==> src/rtl/seq_det_pkg.sv <==
// -----------------------------------------------------------------------------
// seq_det_pkg
// Shared definitions for the time-multiplexed "0110" detector.
//   - det_state_t : 3-bit detector state type
//   - S0..S4      : state encodings (S4 means a "0110" has just completed)
//   - HIT_STATE   : state that signals a completed pattern
//   - next_state  : pure transition function of the pattern detector
// -----------------------------------------------------------------------------
package seq_det_pkg;

    typedef logic [2:0] det_state_t;

    localparam logic [2:0] S0 = 3'd0;  // nothing matched
    localparam logic [2:0] S1 = 3'd1;  // "0"
    localparam logic [2:0] S2 = 3'd2;  // "01"
    localparam logic [2:0] S3 = 3'd3;  // "011"
    localparam logic [2:0] S4 = 3'd4;  // "0110" complete

    localparam logic [2:0] HIT_STATE = S4;

    // Detector transition. S4 behaves like S1 because the trailing "0" of a
    // completed pattern is also the leading "0" of the next one (overlap).
    // Unused encodings recover to S0.
    function automatic logic [2:0] next_state(input logic [2:0] state,
                                              input logic       din);
        logic [2:0] nxt;
        nxt = S0;
        case (state)
            S0:      nxt = din ? S0 : S1;
            S1:      nxt = din ? S2 : S1;
            S2:      nxt = din ? S3 : S1;
            S3:      nxt = din ? S0 : S4;
            S4:      nxt = din ? S2 : S1;
            default: nxt = S0;
        endcase
        return nxt;
    endfunction

endpackage

==> src/rtl/seq_det_scheduler_rr_arbiter.sv <==
// -----------------------------------------------------------------------------
// rr_arbiter
// Round-robin arbiter granting at most one requester per cycle. The search
// starts at the internal pointer and wraps; after an accepted grant the
// pointer moves to the slot just past the winner, otherwise it holds.
//
// Ports:
//   clk      in   clock
//   rstn     in   asynchronous active-low reset (pointer -> 0)
//   req      in   NCH request vector
//   adv      in   the current grant was accepted; advance the pointer
//   gnt      out  one-hot grant (all-zero when nothing requests), combinational
//   gnt_idx  out  binary index of the granted requester (0 when none)
// -----------------------------------------------------------------------------
module rr_arbiter #(
    parameter  int NCH = 4,
    localparam int IDW = $clog2(NCH)
) (
    input  logic           clk,
    input  logic           rstn,
    input  logic [NCH-1:0] req,
    input  logic           adv,
    output logic [NCH-1:0] gnt,
    output logic [IDW-1:0] gnt_idx
);

    localparam logic [IDW-1:0] LAST_IDX = IDW'(NCH - 1);

    logic [IDW-1:0] ptr_r;
    logic [NCH-1:0] gnt_s;
    logic [IDW-1:0] gnt_idx_s;
    logic           found_s;

    // Wrapping priority search: first the slots at/after the pointer, then
    // the slots below it. Loop indices are constants, so each bit of the
    // grant is a plain priority chain.
    always_comb begin
        gnt_s     = '0;
        gnt_idx_s = '0;
        found_s   = 1'b0;
        for (int i = 0; i < NCH; i++) begin
            if (!found_s && req[i] && (32'(ptr_r) <= 32'(i))) begin
                found_s   = 1'b1;
                gnt_s[i]  = 1'b1;
                gnt_idx_s = IDW'(i);
            end else begin
                found_s   = found_s;
            end
        end
        for (int i = 0; i < NCH; i++) begin
            if (!found_s && req[i]) begin
                found_s   = 1'b1;
                gnt_s[i]  = 1'b1;
                gnt_idx_s = IDW'(i);
            end else begin
                found_s   = found_s;
            end
        end
    end

    // Pointer register: moves past the winner on an accepted grant.
    always_ff @(posedge clk or negedge rstn) begin
        if (!rstn) begin
            ptr_r <= '0;
        end else if (adv) begin
            ptr_r <= (gnt_idx_s == LAST_IDX) ? '0 : (gnt_idx_s + IDW'(1));
        end else begin
            ptr_r <= ptr_r;
        end
    end

    assign gnt     = gnt_s;
    assign gnt_idx = gnt_idx_s;

endmodule

==> src/rtl/seq_det_scheduler.sv <==
// -----------------------------------------------------------------------------
// seq_det_scheduler
// One "0110" detector shared by NCH bit-serial channels. A round-robin
// arbiter accepts at most one bit per cycle; the winner's saved detector
// state is advanced and written back to its context register. A completed
// pattern produces a one-cycle registered hit pulse tagged with the channel
// and bumps that channel's saturating hit counter.
//
// Ports:
//   clk        in   clock
//   rstn       in   asynchronous active-low reset
//   en         in   global enable; no grants while low
//   in_valid   in   [NCH]  per-channel bit valid
//   in_bit     in   [NCH]  per-channel serial data bit
//   in_ready   out  [NCH]  per-channel accept (one-hot or zero), combinational
//   ch_clr     in   [NCH]  per-channel synchronous clear of context + counter
//   hit_valid  out         registered one-cycle hit pulse
//   hit_ch     out  [IDW]  channel of the reported hit
//   cnt_sel    in   [IDW]  hit counter read select
//   cnt_val    out  [CW]   hit counter of channel cnt_sel (0 when out of range)
// -----------------------------------------------------------------------------
module seq_det_scheduler
    import seq_det_pkg::*;
#(
    parameter  int NCH = 4,
    parameter  int CW  = 8,
    localparam int IDW = $clog2(NCH)
) (
    input  logic           clk,
    input  logic           rstn,
    input  logic           en,
    input  logic [NCH-1:0] in_valid,
    input  logic [NCH-1:0] in_bit,
    output logic [NCH-1:0] in_ready,
    input  logic [NCH-1:0] ch_clr,
    output logic           hit_valid,
    output logic [IDW-1:0] hit_ch,
    input  logic [IDW-1:0] cnt_sel,
    output logic [CW-1:0]  cnt_val
);

    localparam logic [CW-1:0] CNT_MAX = {CW{1'b1}};

    det_state_t     ctx_r [NCH];
    logic [CW-1:0]  cnt_r [NCH];
    logic           hit_valid_r;
    logic [IDW-1:0] hit_ch_r;

    logic [NCH-1:0] req_s;
    logic [NCH-1:0] gnt_s;
    logic [IDW-1:0] gnt_idx_s;
    logic           xfer_s;
    det_state_t     nxt_s;
    logic           hit_now_s;
    logic [CW-1:0]  cnt_val_s;

    // A channel under clear is never granted, so a clear always wins over a
    // transfer and no bit is consumed in that cycle.
    assign req_s = en ? (in_valid & ~ch_clr) : '0;

    rr_arbiter #(
        .NCH (NCH)
    ) u_arb (
        .clk     (clk),
        .rstn    (rstn),
        .req     (req_s),
        .adv     (xfer_s),
        .gnt     (gnt_s),
        .gnt_idx (gnt_idx_s)
    );

    // Grants only go to valid channels, so any grant is a transfer.
    assign xfer_s    = |(gnt_s & in_valid);
    assign nxt_s     = next_state(ctx_r[gnt_idx_s], in_bit[gnt_idx_s]);
    assign hit_now_s = xfer_s && (nxt_s == HIT_STATE);

    // Per-channel context: cleared on ch_clr, written back on its own grant,
    // otherwise held so idle gaps keep the partial match.
    always_ff @(posedge clk or negedge rstn) begin
        if (!rstn) begin
            for (int i = 0; i < NCH; i++) begin
                ctx_r[i] <= S0;
            end
        end else begin
            for (int i = 0; i < NCH; i++) begin
                if (ch_clr[i]) begin
                    ctx_r[i] <= S0;
                end else if (gnt_s[i] && xfer_s) begin
                    ctx_r[i] <= nxt_s;
                end else begin
                    ctx_r[i] <= ctx_r[i];
                end
            end
        end
    end

    // Per-channel saturating hit counters.
    always_ff @(posedge clk or negedge rstn) begin
        if (!rstn) begin
            for (int i = 0; i < NCH; i++) begin
                cnt_r[i] <= '0;
            end
        end else begin
            for (int i = 0; i < NCH; i++) begin
                if (ch_clr[i]) begin
                    cnt_r[i] <= '0;
                end else if (gnt_s[i] && hit_now_s && (cnt_r[i] != CNT_MAX)) begin
                    cnt_r[i] <= cnt_r[i] + CW'(1);
                end else begin
                    cnt_r[i] <= cnt_r[i];
                end
            end
        end
    end

    // Hit report register: pulses for exactly one cycle after a completing
    // transfer. hit_ch keeps the last reported channel between pulses.
    always_ff @(posedge clk or negedge rstn) begin
        if (!rstn) begin
            hit_valid_r <= 1'b0;
            hit_ch_r    <= '0;
        end else if (hit_now_s) begin
            hit_valid_r <= 1'b1;
            hit_ch_r    <= gnt_idx_s;
        end else begin
            hit_valid_r <= 1'b0;
            hit_ch_r    <= hit_ch_r;
        end
    end

    // Counter read port; selects beyond the last channel read as zero.
    always_comb begin
        cnt_val_s = '0;
        if (32'(cnt_sel) < 32'(NCH)) begin
            cnt_val_s = cnt_r[cnt_sel];
        end else begin
            cnt_val_s = '0;
        end
    end

    assign in_ready  = gnt_s;
    assign hit_valid = hit_valid_r;
    assign hit_ch    = hit_ch_r;
    assign cnt_val   = cnt_val_s;

endmodule

==> config.mk <==
export PLATFORM = sky130hd
export DESIGN_NAME = seq_det_scheduler
export DESIGN_NICKNAME = d
export VERILOG_FILES = /design/src/rtl/seq_det_pkg.sv /design/src/rtl/seq_det_scheduler_rr_arbiter.sv /design/src/rtl/seq_det_scheduler.sv
export SDC_FILE = /design/constraint.sdc
export NUM_CORES = 1
export LEC_CHECK = 0
export CAP_MARGIN = 20
export CORE_MARGIN = 2
export CORE_UTILIZATION = 61
export CTS_CLUSTER_SIZE = 30
export DETAILED_ROUTE_END_ITERATION = 8
export PLACE_DENSITY = 0.86
export SYNTH_ARGS = -nofsm -noshare
export SYNTH_HDL_FRONTEND = slang
export SYNTH_HIERARCHICAL = 1
export SYNTH_SLANG_ARGS = --single-unit
==> constraint.sdc <==
create_clock -name clk -period 7.1 [get_ports clk]
set_input_delay 1.42 -clock clk [delete_from_list [all_inputs] [get_ports clk]]
set_output_delay 1.42 -clock clk [all_outputs]
set_load 0.005 [all_outputs]
* Word level (Yosys, flattened, before mapping)
Index checks and enable logic that the tools add are counted.
** Storage, ports and cells
- Bits in registers :: 49
- Input port bits :: 17
- Output and inout bits :: 15
- Word-level logic and storage cells :: 131
** Cells by class
- $add $sub $neg :: 5
- Order comparisons :: 6
- Eq/ne operators :: 10
- Mux-type cells :: 53
- Bitwise operators :: 5
- Reductions and logical operators :: 41
** Operators by type and width (count)
- 2-to-1 mux 8 bit :: 10
- 2-to-1 mux 3 bit :: 11
- adder 8 x 1 -> 8 bit (second input constant) :: 4
- inequality test 8 bit (second input constant) :: 4
- logical AND 1 bit :: 23
- 2-to-1 mux 1 bit :: 18
- 2-to-1 mux 2 bit :: 9
- binary-select mux 8 bit (select 2 bit) :: 1
- nonzero test 2 bit :: 8
- one-hot mux 3 bit (4 select lines) :: 1
- AND 4 bit :: 2
- logical NOT 1 bit :: 7
- binary-select mux 3 bit (select 2 bit) :: 1
- equality test 3 x 2 -> 1 bit (second input constant) :: 2
- equality test 3 bit (second input constant) :: 2
- >= comparator 3 bit (second input constant) :: 2
- NOT 2 -> 3 bit :: 2
- less-or-equal comparator 2 x 1 -> 1 bit (second input constant) :: 2
- 2-to-1 mux 4 bit :: 1
- NOT 4 bit :: 1
- OR reduction 4 bit :: 1
- equality test 3 x 1 -> 1 bit (second input constant) :: 1
- logical NOT 3 bit :: 1
- less-than comparator 2 x 3 -> 1 bit (second input constant) :: 1
- other kinds (5) :: 5

* Depth between registers and ports, before layout
- Depth in word-level cells :: 41
- Depth in mapped cells :: 15
- Depth with buffers taken out :: 12

* Hierarchy
Netlist, hierarchy kept.
** Modules (own cells, without submodules)
- seq_det_scheduler :: instances 1, cells an instance 260, area an instance 2667.6 um^2, seq. area each 1176.1 um^2
- rr_arbiter :: instances 1, cells an instance 41, area an instance 269.0 um^2, seq. area each 50.0 um^2

* Least setup slack after synthesis
No wires, ideal clock.
- Path type :: input-to-reg
- Start point :: in ch_clr[0]
- End point :: reg cnt_r[21] (netlist bit)
- Setup time :: 78 ps
- Arrival time :: 4369 ps
- Required time :: 7022 ps
- Path slack :: 2653 ps
- Stages on the path :: 12
- Path buffers :: 3
- Cell sequence :: clkbuf_1 > nor2_1 > and2b_1 > o21ai_1 > and2_1 > mux4_2 > nand4bb_1 > buf_2 > or3_1 > buf_6 > or4_1 > a21oi_1
** Between the ends
- Longest elaborated chain between the ends :: 40
- Elaborated cells between the ends (all ways) :: 65
- Those cells by class :: eq/ne: 5; mux: 32; bitwise: 4; reduce/logical: 24
** RTL lines
- start: declaration :: line seq_det_scheduler.sv:35 : input logic [NCH-1:0] ch_clr,
- NOT 4 bit (*) :: line seq_det_scheduler.sv:59 : assign req_s = en ? (in_valid & ~ch_clr) : '0;
- AND 4 bit (*) :: line seq_det_scheduler.sv:59
- 2-to-1 mux 4 bit (*) :: line seq_det_scheduler.sv:59
- via req_s[0] :: line seq_det_scheduler.sv:49 : logic [NCH-1:0] req_s;
- logical AND 1 bit :: line seq_det_scheduler_rr_arbiter.sv:42 : if (!found_s && req[i] && (32'(ptr_r) <= 32'(i))) begin
- 2-to-1 mux 1 bit :: line seq_det_scheduler_rr_arbiter.sv:42
- logical NOT 1 bit :: line seq_det_scheduler_rr_arbiter.sv:42
- logical AND 1 bit (2 in a row) :: line seq_det_scheduler_rr_arbiter.sv:42
- (+20 left out)
- via gnt_idx_s[0] :: line seq_det_scheduler.sv:51 : logic [IDW-1:0] gnt_idx_s;
- (+2 left out)
- 2-to-1 mux 3 bit (not written as such) (2 in a row) :: line seq_det_scheduler.sv:74 : assign nxt_s = next_state(ctx_r[gnt_idx_s], in_bit[gnt_idx_s]);
- equality test 3 bit or equality test 3 x 1 -> 1 bit (tied branches) :: line seq_det_pkg.sv:28 : case (state)
- OR reduction 2 bit (no source line)
- one-hot mux 3 bit (4 select lines) (*) :: line seq_det_pkg.sv:28
- equality test 3 bit (*) :: line seq_det_scheduler.sv:75 : assign hit_now_s = xfer_s && (nxt_s == HIT_STATE);
- logical AND 1 bit (*) :: line seq_det_scheduler.sv:75
- logical AND 1 bit (*) (2 in a row) :: line seq_det_scheduler.sv:107 : end else if (gnt_s[i] && hit_now_s && (cnt_r[i] != CNT_MAX)) begin
- nonzero test 2 bit (no source line) (*)
- end signal: indexed assignment :: line seq_det_scheduler.sv:108 : cnt_r[i] <= cnt_r[i] + CW'(1);
- end signal: indexed assignment :: line seq_det_scheduler.sv:110 : cnt_r[i] <= cnt_r[i];
- end: declaration :: line seq_det_scheduler.sv:45 : logic [CW-1:0] cnt_r [NCH];
The timed path passes the listed nets; every way through them passes the cells marked *. The select of a mux whose other input is x is not followed.
A chain may end at the register's enable or synchronous reset.

* Worst setup path in the final report
- Start point :: in ch_clr[3]
- End point :: reg cnt_r[31] (netlist bit)
** Between the ends
- Longest elaborated chain between the ends :: 29
- Elaborated cells between the ends (all ways) :: 50
- Those cells by class :: eq/ne: 5; mux: 25; bitwise: 4; reduce/logical: 16
** RTL lines
- NOT 4 bit (*) :: line seq_det_scheduler.sv:59
- AND 4 bit (*) :: line seq_det_scheduler.sv:59
- 2-to-1 mux 4 bit (*) :: line seq_det_scheduler.sv:59
- via req_s[3] :: line seq_det_scheduler.sv:49
- logical AND 1 bit :: line seq_det_scheduler_rr_arbiter.sv:42
- 2-to-1 mux 1 bit :: line seq_det_scheduler_rr_arbiter.sv:42
- logical NOT 1 bit :: line seq_det_scheduler_rr_arbiter.sv:51 : if (!found_s && req[i]) begin
- logical AND 1 bit :: line seq_det_scheduler_rr_arbiter.sv:51
- (+10 left out)
- via gnt_idx_s[1] :: line seq_det_scheduler.sv:51
- (+2 left out)
- 2-to-1 mux 3 bit (not written as such) (2 in a row) :: line seq_det_scheduler.sv:74
- equality test 3 bit or equality test 3 x 1 -> 1 bit (tied branches) :: line seq_det_pkg.sv:28
- OR reduction 2 bit (no source line)
- one-hot mux 3 bit (4 select lines) (*) :: line seq_det_pkg.sv:28
- equality test 3 bit (*) :: line seq_det_scheduler.sv:75
- logical AND 1 bit (*) :: line seq_det_scheduler.sv:75
- logical AND 1 bit (*) (2 in a row) :: line seq_det_scheduler.sv:107
- nonzero test 2 bit (no source line) (*)
Marked as above.

==> flow_metrics.py <==
metrics = {
    "clock_network": {
        "cts_tree": "done",
        "clockBufferDepth": 2,
        "clock_sinks": 49,
        "htreeDepth": 2,
        "postCtsHoldBufs": 0,
        "clk-insertion-delay-late_ns": 0.30,
        "post-cts-setup-buffer-count": 0,
        "root_buffer": "clkbuf_8",
        "clk_pin_slew_worst_paths_ns": 0.09,
        "post_cts_resized": 0,
        "numCtsBuffers": 5,
    },
    "worst_setup_path": {
        "crit_type": "primary input to flop",
        "cpMaxStageDelayCell": "a221oi_1",
        "cp.required_ns": 7.32,
        "crit_path_max_fanout": 13,
        "rr_worst_depth": 7,
        "max_stage_delay_ns": 0.74,
        "start_kind": "primary input",
        "reg2reg_slack_ns": 3.28,
        "worst_setup_path_end_kind": "flop",
        "r2r-end": "cnt_r[31]",
        "timing.rr.start": "u_arb/ptr_r[1]",
        "crit_arrival_ns": 5.78,
        "critical_path.cell_chain": "clkdlybuf4s50_1, nor2_1, o21ai_0, a221oi_1, mux4_2, nand4bb_1, or3_1, or4_1, a21oi_1",
    },
    "sta": {
        "whs_ns": 0.512,
        "worst_pin_slew_ns": 0.808,
        "relSlewSlack": 0.461,
        "max_freq_ghz": 0.180,
        "hold_viol": 0,
        "rsz0062_at_grt": "no",
        "setup_tns_ns": 0,
        "slew_viol_final": 0,
        "fin_ws_ns": 1.54,
        "setup_violations": 0,
        "finalCriticalPeriod_ns": 5.56,
        "fin_crit_sh": 0.783,
        "fin_worst_skew_ns": 0.0145,
    },
    "route": {
        "vias": 2525,
        "vias_per_cell": 6.63,
        "drc_errors": 0,
        "ant_nets": 0,
        "drtPass1Iterations": 5,
        "routedWlPerCell_um": 18.2,
        "drt_iter0_drc": 238,
        "totalWireLength_mm": 6.95,
    },
    "synthesis": {
        "netlist.area_leader.share": 0.418,
        "syn-num-nets": 323,
        "avgSynthCellArea_sq_um": 9.76,
        "synthTopCellsByArea": "dfrtp_1, mux4_2, nor2_1",
        "syn_inst": 301,
        "synth_commonest_cells": "dfrtp_1, nor2_1, a21oi_1",
        "yosysMostFrequentCell": "dfrtp_1",
        "synth-seq-cells": 49,
        "synth_area_sq_um": 2940,
        "yosys_warnings": 6,
        "synth_cell_types": 43,
        "yosysSeqAreaShare": 0.418,
        "async_reset_ff_frac": 1.00,
        "synth_edf_count": 0,
        "yosys.area.top_type": "dfrtp_1",
        "yosys_most_used_dff": "dfrtp_1",
    },
    "flow_run": {
        "maxCapViolCount": 0,
    },
    "global_routing": {
        "antenna_found_initial": 0,
        "grt.overflow.total": 0,
        "grt_max_degree": 50,
        "grt_pass1_vias": 2266,
        "grt_pass1_wl_mm": 11.4,
        "grt_use_total": 0.278,
    },
    "cells_and_area": {
        "diodes": 0,
        "areaGrowthSynthToFinish_pct": 14.6,
        "drive_gt1_frac": 0.0765,
        "fin_cells": 381,
        "design_area_sq_um": 3360,
        "fin_nets": 348,
    },
    "placed_design": {
        "placed_area_sq_um": 3230,
        "place_inst": 372,
        "post-place-ws_ns": 1.34,
        "dp_hpwl_mm": 4.99,
        "io_buffers": 31,
        "place_congestion": 0.944,
    },
    "die": {
        "core-area_sq_um": 4690,
        "chipWidth_um": 73.4,
        "io_pins": 32,
        "start_util": 0.626,
        "die_area_sq_um": 5390,
        "die_y_um": 73.4,
        "fp-row-count": 25,
    },
    "outcome": {
        "outcome": "completed",
    },
    "power_and_ir_drop": {
        "powerDensity_nw_per_um2": 168,
        "leakagePower_nw": 1.33,
        "ir_drop_mv": 0.108,
    },
    "worst_hold_path": {
        "hold_class": "flop to flop",
        "worstHoldStart": "hit_ch[1]",
        "holdPathEnd": "hit_ch[1]",
        "hold-path-cell-count": 1,
    },
}
cells in the final DEF, fill, tap and decap left out, types with 2 or more instances in the layout:
cell type         n
nor4b_1           3
nor2b_1           3
o21ai_0          17
nor3_1            4
nand3b_1          4
dfrtp_1          49
inv_2             2
mux4_1            2
o31ai_1          15
xor2_1            5
or4_1            13
o211a_1           2
a22oi_1           6
xnor2_1           7
or3_1             6
mux2i_1           3
mux4_2           10
ha_1              5
nand2b_1          2
mux2_2            3
nand4_1           5
nand3_1          20
nand2_1          22
inv_1             2
nor2_1           34
clkdlybuf4s50_1  30
nor4_1            3
and2_1            5
a21oi_1          24
a31oi_1           2
clkbuf_8          6
routing by layer:
| metal | wire [um] | share of wire | vias up | track usage |
|---|---|---|---|---|
| li1 | - | - | 1183 | - |
| met1 | 2900 | 0.42 | 1211 | 0.387 |
| met2 | 3400 | 0.49 | 118 | 0.446 |
| met3 | 501 | 0.072 | 13 | 0.0412 |
| met4 | 155 | 0.022 | 0 | 0.0990 |
| met5 | 0 | 0 | - | 0 |
worst max path at each step:
stage / startpoint / endpoint / slack [ns]
6_report: ch_clr[3] / cnt_r[31] / 1.54
4_1_cts: ch_clr[3] / cnt_r[31] / 1.65
3_5_place_dp: ch_clr[3] / cnt_r[31] / 1.34
3_3_place_gp: ch_clr[3] / cnt_r[31] / 1.60
5_1_grt: ch_clr[3] / cnt_r[31] / 1.27
2_1_floorplan: ch_clr[0] / cnt_r[21] / 2.65
logic make-up (layout without fill, tap and decap cells):
group	after synthesis	after routing	synth area share
AOI/OAI and AO/OA	71	71	0.147
xor gates and xnor gates	12	12	0.0358
adders and majority gates	5	5	0.0213
buffers and inverters	18	44	0.0328
DFF	49	49	0.418
muxes	18	18	0.116
and+or+nand+nor	128	128	0.229
power breakdown:
part	total [mW]	leakage [nW]	switching, mW	internal, mW
Sequential	0.291	0.680	0.00856	0.283
Combinational	0.0664	0.591	0.0394	0.0270
Clock	0.207	0.0585	0.0921	0.115
stage by stage:
stage	utilization	total power, mW
6_report	0.717	0.565
5_1_grt	0.717	0.588
4_1_cts	0.713	0.567
3_5_place_dp	0.688	0.362
3_3_place_gp	0.688	0.360
2_1_floorplan	-	0.336
critical path: cells and delay by family:
family / cells / cell delay (ns)
buffers and inverters: 1 / 0.67
AND/OR/NAND/NOR: 4 / 2.17
multiplexers: 1 / 0.46
AO/OA/AOI/OAI: 3 / 1.05
cell type report:
| cell class | count | area [sq um] |
|---|---|---|
| Multi-Input combinational cell | 234 | 1610 |
| Fill cell | 347 | 1330 |
| Sequential cell | 49 | 1230 |
| Timing Repair Buffer | 32 | 325 |
| Clock buffer | 7 | 86.3 |
| Tap cell | 54 | 67.6 |
| Clock inverter | 1 | 30.0 |
| Inverter | 4 | 15.0 |
sequential cells by signal, indices dropped and copies added, names as in the netlist:
register and count:
u_arb/ptr_r 2, hit_ch 2, ctx_r 12, cnt_r 32, hit_valid 1
No activity file was read; power rests on OpenSTA's default activity.
